## src/rtl/fir_decim_out_buffer.sv

```systemverilog
// FIR decimator, descaler and FWFT output FIFO with sticky overflow flag.
// Define FIR_DEC_ROUND_EN for round-half-up descaling (default truncates).
module fir_decim_out_buffer #(
  parameter int N           = 16,
  parameter int DECIM       = 4,
  parameter int SCALE_SHIFT = 7,
  parameter int DEPTH       = 8
) (
  input  logic                   clk,
  input  logic                   reset,
  input  logic                   in_valid,
  input  logic [N-1:0]           in_data,
  output logic                   out_valid,
  input  logic                   out_ready,
  output logic [N-1:0]           out_data,
  output logic [$clog2(DEPTH):0] fifo_count,
  output logic                   overflow,
  input  logic                   clear_ovf
);

  localparam int AW = $clog2(DEPTH);
  localparam int CW = AW + 1;
  localparam int PW = (DECIM > 1) ? $clog2(DECIM) : 1;
  localparam logic [PW-1:0] LAST = PW'(DECIM - 1);

  logic [PW-1:0] phase;
  logic [AW-1:0] wr_ptr;
  logic [AW-1:0] rd_ptr;
  logic [N-1:0]  mem [DEPTH];
  logic [N-1:0]  scaled;
  logic          keep;
  logic          full;
  logic          push;
  logic          pop;

`ifdef FIR_DEC_ROUND_EN
  localparam int RS = (SCALE_SHIFT > 0) ? SCALE_SHIFT - 1 : 0;
  localparam logic [N:0] RND =
    (SCALE_SHIFT > 0) ? ((N+1)'(1) << RS) : '0;
  logic [N:0] sum;
  // One extra bit so the rounding add can never wrap.
  assign sum    = {1'b0, in_data} + RND;
  assign scaled = N'(sum >> SCALE_SHIFT);
`else
  assign scaled = in_data >> SCALE_SHIFT;
`endif

  assign keep      = in_valid && (phase == LAST);
  assign full      = (fifo_count == CW'(DEPTH));
  assign out_valid = (fifo_count != '0);
  assign pop       = out_valid && out_ready;
  assign push      = keep && (!full || pop);
  assign out_data  = out_valid ? mem[rd_ptr] : '0;

  always_ff @(posedge clk or negedge reset) begin
    if (!reset) begin
      phase <= '0;
    end else if (in_valid) begin
      phase <= (phase == LAST) ? '0 : phase + PW'(1);
    end
  end

  always_ff @(posedge clk) begin
    if (push) begin
      mem[wr_ptr] <= scaled;
    end
  end

  always_ff @(posedge clk or negedge reset) begin
    if (!reset) begin
      wr_ptr     <= '0;
      rd_ptr     <= '0;
      fifo_count <= '0;
    end else begin
      if (push) begin
        wr_ptr <= wr_ptr + AW'(1);
      end
      if (pop) begin
        rd_ptr <= rd_ptr + AW'(1);
      end
      unique case (1'b1)
        (push && !pop): fifo_count <= fifo_count + CW'(1);
        (pop && !push): fifo_count <= fifo_count - CW'(1);
        default:        fifo_count <= fifo_count;
      endcase
    end
  end

  // A dropped keep takes priority over a same-cycle clear.
  always_ff @(posedge clk or negedge reset) begin
    if (!reset) begin
      overflow <= 1'b0;
    end else if (keep && !push) begin
      overflow <= 1'b1;
    end else if (clear_ovf) begin
      overflow <= 1'b0;
    end
  end

endmodule

```

## config.mk

```make
export PLATFORM = sky130hd
export DESIGN_NAME = fir_decim_out_buffer
export DESIGN_NICKNAME = d
export VERILOG_FILES = /design/src/rtl/fir_decim_out_buffer.sv
export SDC_FILE = /design/constraint.sdc
export NUM_CORES = 1
export LEC_CHECK = 0
export BUFFER_PORTS_ARGS = -buffer_cell sky130_fd_sc_hd__clkbuf_2
export CAP_MARGIN = 20
export CELL_PAD_IN_SITES_DETAIL_PLACEMENT = 0
export CELL_PAD_IN_SITES_GLOBAL_PLACEMENT = 2
export CORE_MARGIN = 10
export CORE_UTILIZATION = 30
export CTS_CLUSTER_SIZE = 8
export DETAILED_ROUTE_END_ITERATION = 16
export PLACE_DENSITY = 0.61
export SLEW_MARGIN = 20
export SYNTH_ARGS = -nofsm -noshare
export SYNTH_HDL_FRONTEND = slang
export SYNTH_SLANG_ARGS = --single-unit
```

## constraint.sdc

```tcl
create_clock -name clk -period 6.65 [get_ports clk]
set_clock_uncertainty 0.2 [all_clocks]
set_input_delay 1.33 -clock clk [delete_from_list [all_inputs] [get_ports clk]]
set_output_delay 1.33 -clock clk [all_outputs]
set_load 0.02 [all_outputs]
```

==> flow_metrics.py <==
metrics = {
    "outcome": {
        "status": "finished, final reports clean",
    },
    "logic_synthesis": {
        "asyncSetResetFlopFracSynth_pct": 15.3,
        "synth_edf_count": 72,
        "postSynthAreaPerCell_um2": 17.8,
        "synth.yosys.warnings": 0,
        "synth_flop_cell": "sky130_fd_sc_hd__edfxtp_1",
        "ys_seq_elements": 85,
        "synth-seq-area-share_pct": 67.8,
        "post_synth_num_cell_types": 40,
        "netlist_instances": 206,
        "synthesis.area_mm2": 0.00367,
    },
    "critical_path": {
        "reg2reg_from": "phase[0]",
        "critPathMaxFanout": 14,
        "crit_type": "reg -> out",
        "crit_buf_inv": 2,
        "worst_r2r_endpoint": "mem[3][0]",
        "cp.required_ns": 5.12,
        "worstSetupStartpointType": "flop",
        "critical_path_end_type": "output port",
        "worst_path_max_delay_cell": "sky130_fd_sc_hd__mux4_1",
        "worst-r2r-setup-slack_ns": 4.00,
        "crit_family": "multiplexers",
        "critPathMaxStageDelay_ns": 0.62,
        "rr_worst_depth": 5,
        "crit_arrival_ns": 2.29,
        "path_cells": "buf_4, mux4_1, mux2i_1, nor2_1, clkbuf_2",
    },
    "routing": {
        "initialDrtViolationCount": 62,
        "drt-pass1-iter-count": 4,
        "route.final.wire_length_um": 6980,
        "post_drt_wl_per_cell_um": 17.7,
        "detail_route.vias_per_cell": 4.59,
        "route.detailed.drc": 0,
        "ant_nets": 0,
        "num_vias": 1808,
    },
    "clock_network": {
        "cts_tree": "built",
        "cts_max_path_buffers": 2,
        "ctsResizeCount": 0,
        "clkLatencyLatePin_ns": 0.33,
        "ctsRootBufferMaster": "sky130_fd_sc_hd__clkbuf_16",
        "clock-sinks": 85,
        "clk_transition_reported_paths_ns": 0.06,
        "cts_hold_buf": 0,
        "cts_post_setup_buffers_inserted": 0,
        "numCtsBuffers": 9,
        "cts_h_tree_lvls": 3,
    },
    "cells_and_area": {
        "n_fill_cell": 1141,
        "drive_above_1_share_pct": 27.9,
        "n_antenna_cell": 0,
        "final_cell_mix": "72 x sky130_fd_sc_hd__edfxtp_1, 28 x sky130_fd_sc_hd__clkbuf_2, 15 x sky130_fd_sc_hd__nor2_1, 13 x sky130_fd_sc_hd__dfrtp_1",
        "most_common_cell_after_layout_fill_and_taps_aside": "sky130_fd_sc_hd__edfxtp_1",
        "area_growth_syn_to_layout_pct": 16.4,
        "final_nets": 269,
    },
    "global_route": {
        "grt_antenna_before_repair": 0,
        "first_pass_grt_wire_length_um": 11200,
        "grt_remaining_overflow": 0,
        "grt_util_all_layers_pct": 8.99,
        "grt_max_degree": 21,
        "grt_pass1_vias": 1929,
    },
    "min_path": {
        "holdPathEnd": "phase[0]",
        "hp-class": "reg -> reg",
        "holdPathStages": 1,
        "hold_start": "phase[0]",
    },
    "placement": {
        "dpl.hpwl_um": 4620,
        "port-buffer-count": 28,
        "gp_routability_congestion": 0.690,
    },
    "sta": {
        "report.final.hold_viol_count": 0,
        "max_slew.worst_pin.slew_ns": 1.01,
        "achievable-frequency_ghz": 0.262,
        "layout_min_cycle_time_ns": 3.82,
        "min_period_over_period_pct": 57.4,
        "maxSlewViolCount": 0,
        "final.setup.tns_ns": 0,
        "slew_headroom_pct": 32.4,
        "setup_viol": 0,
        "rsz0062_at_grt": "no",
    },
    "die": {
        "start_util_pct": 30.5,
        "die_width_um": 131,
        "core_area_mm2": 0.0120,
        "row_count": 40,
        "ios": 43,
        "dieArea_mm2": 0.0170,
        "chipHeight_um": 131,
    },
    "power_and_ir_drop": {
        "total_leakage_power_uw": 0.00154,
        "report.power.total_uw": 1840,
        "cellPowerDensity_mw_per_mm2": 431,
        "power.ir.vdd_worst_mv": 0.145,
    },
    "flow_run": {
        "cap_viol_max_count": 0,
    },
}
==> Yosys cell counts (4+ instances only) <==
library cell | number | share of area, %
sky130_fd_sc_hd__dfrtp_1 | 13 | 8.9
sky130_fd_sc_hd__nor2_1 | 15 | 1.5
sky130_fd_sc_hd__mux4_1 | 9 | 6.4
sky130_fd_sc_hd__inv_1 | 4 | 0.41
sky130_fd_sc_hd__nand2_1 | 10 | 1.0
sky130_fd_sc_hd__buf_4 | 10 | 2.0
sky130_fd_sc_hd__nor3_1 | 4 | 0.55
sky130_fd_sc_hd__mux4_2 | 9 | 5.5
sky130_fd_sc_hd__xnor2_1 | 4 | 0.96
sky130_fd_sc_hd__mux2i_1 | 10 | 2.7
sky130_fd_sc_hd__edfxtp_1 | 72 | 59
sky130_fd_sc_hd__ha_1 | 5 | 1.7
==> area by class of cell <==
class | count | area [µm²] | area share [%]
Clock buffer | 9 | 225 | 5.27
Clock inverter | 7 | 101 | 2.37
Inverter | 5 | 18.8 | 0.439
Multi-Input combinational cell | 107 | 1070 | 25.0
Sequential cell | 85 | 2490 | 58.2
Tap cell | 147 | 184 | 4.31
Timing Repair Buffer | 34 | 185 | 4.34
==> per-layer routing <==
metal  vias up  wire (µm)  global-route usage (%)
met4         0        110                    4.12
met3         7        266                    2.26
met1       899       3220                    11.3
li1        870          -                       -
met2        32       3390                    14.3
met5         -          0                       0
==> where the power goes <==
part / internal (µW) / switching, µW / total (µW)
Clock: 334 / 205 / 539
Combinational: 256 / 300 / 556
Sequential: 637 / 108 / 744
Total: 1230 / 613 / 1840
==> logic make-up after synthesis <==
family	Yosys count	share of synthesized area [%]
compound gates	15	3.62
xor+xnor	6	1.43
other cells	1	0.102
fa+ha+maj	6	2.25
flops	85	67.8
buf+inv	20	3.82
mux	31	15.6
simple gates	42	5.32
==> metrics by stage <==
stage	area (µm²)	hold WS (ns)	utilization [%]	cells	setup slack [ns]
CTS	4270	0.296	35.6	394	2.75
finish	4270	0.289	35.6	394	2.83
detailed placement	3940	0.288	32.8	378	2.98
global route	4270	0.331	35.6	394	2.66
floorplan	3690	0.257	-	212	3.41
global placement	3940	0.274	32.8	378	2.94
==> how the worst max path moves through the flow <==
stage	from	end	cells after the start
global placement	in_valid	mem[3][0]	5
detailed placement	in_valid	mem[3][0]	5
finish	rd_ptr[0]	out_data[5]	5
floorplan	out_ready	mem[0][0]	5
CTS	rd_ptr[0]	out_data[5]	5
global route	rd_ptr[0]	out_data[5]	5
==> sequential cells by signal, summed over array words and instances (netlist names) <==
signal / flops
mem: 72
fifo_count: 4
rd_ptr: 3
wr_ptr: 3
phase: 2
overflow: 1
Note: power is estimated with default switching activity, not from simulation.
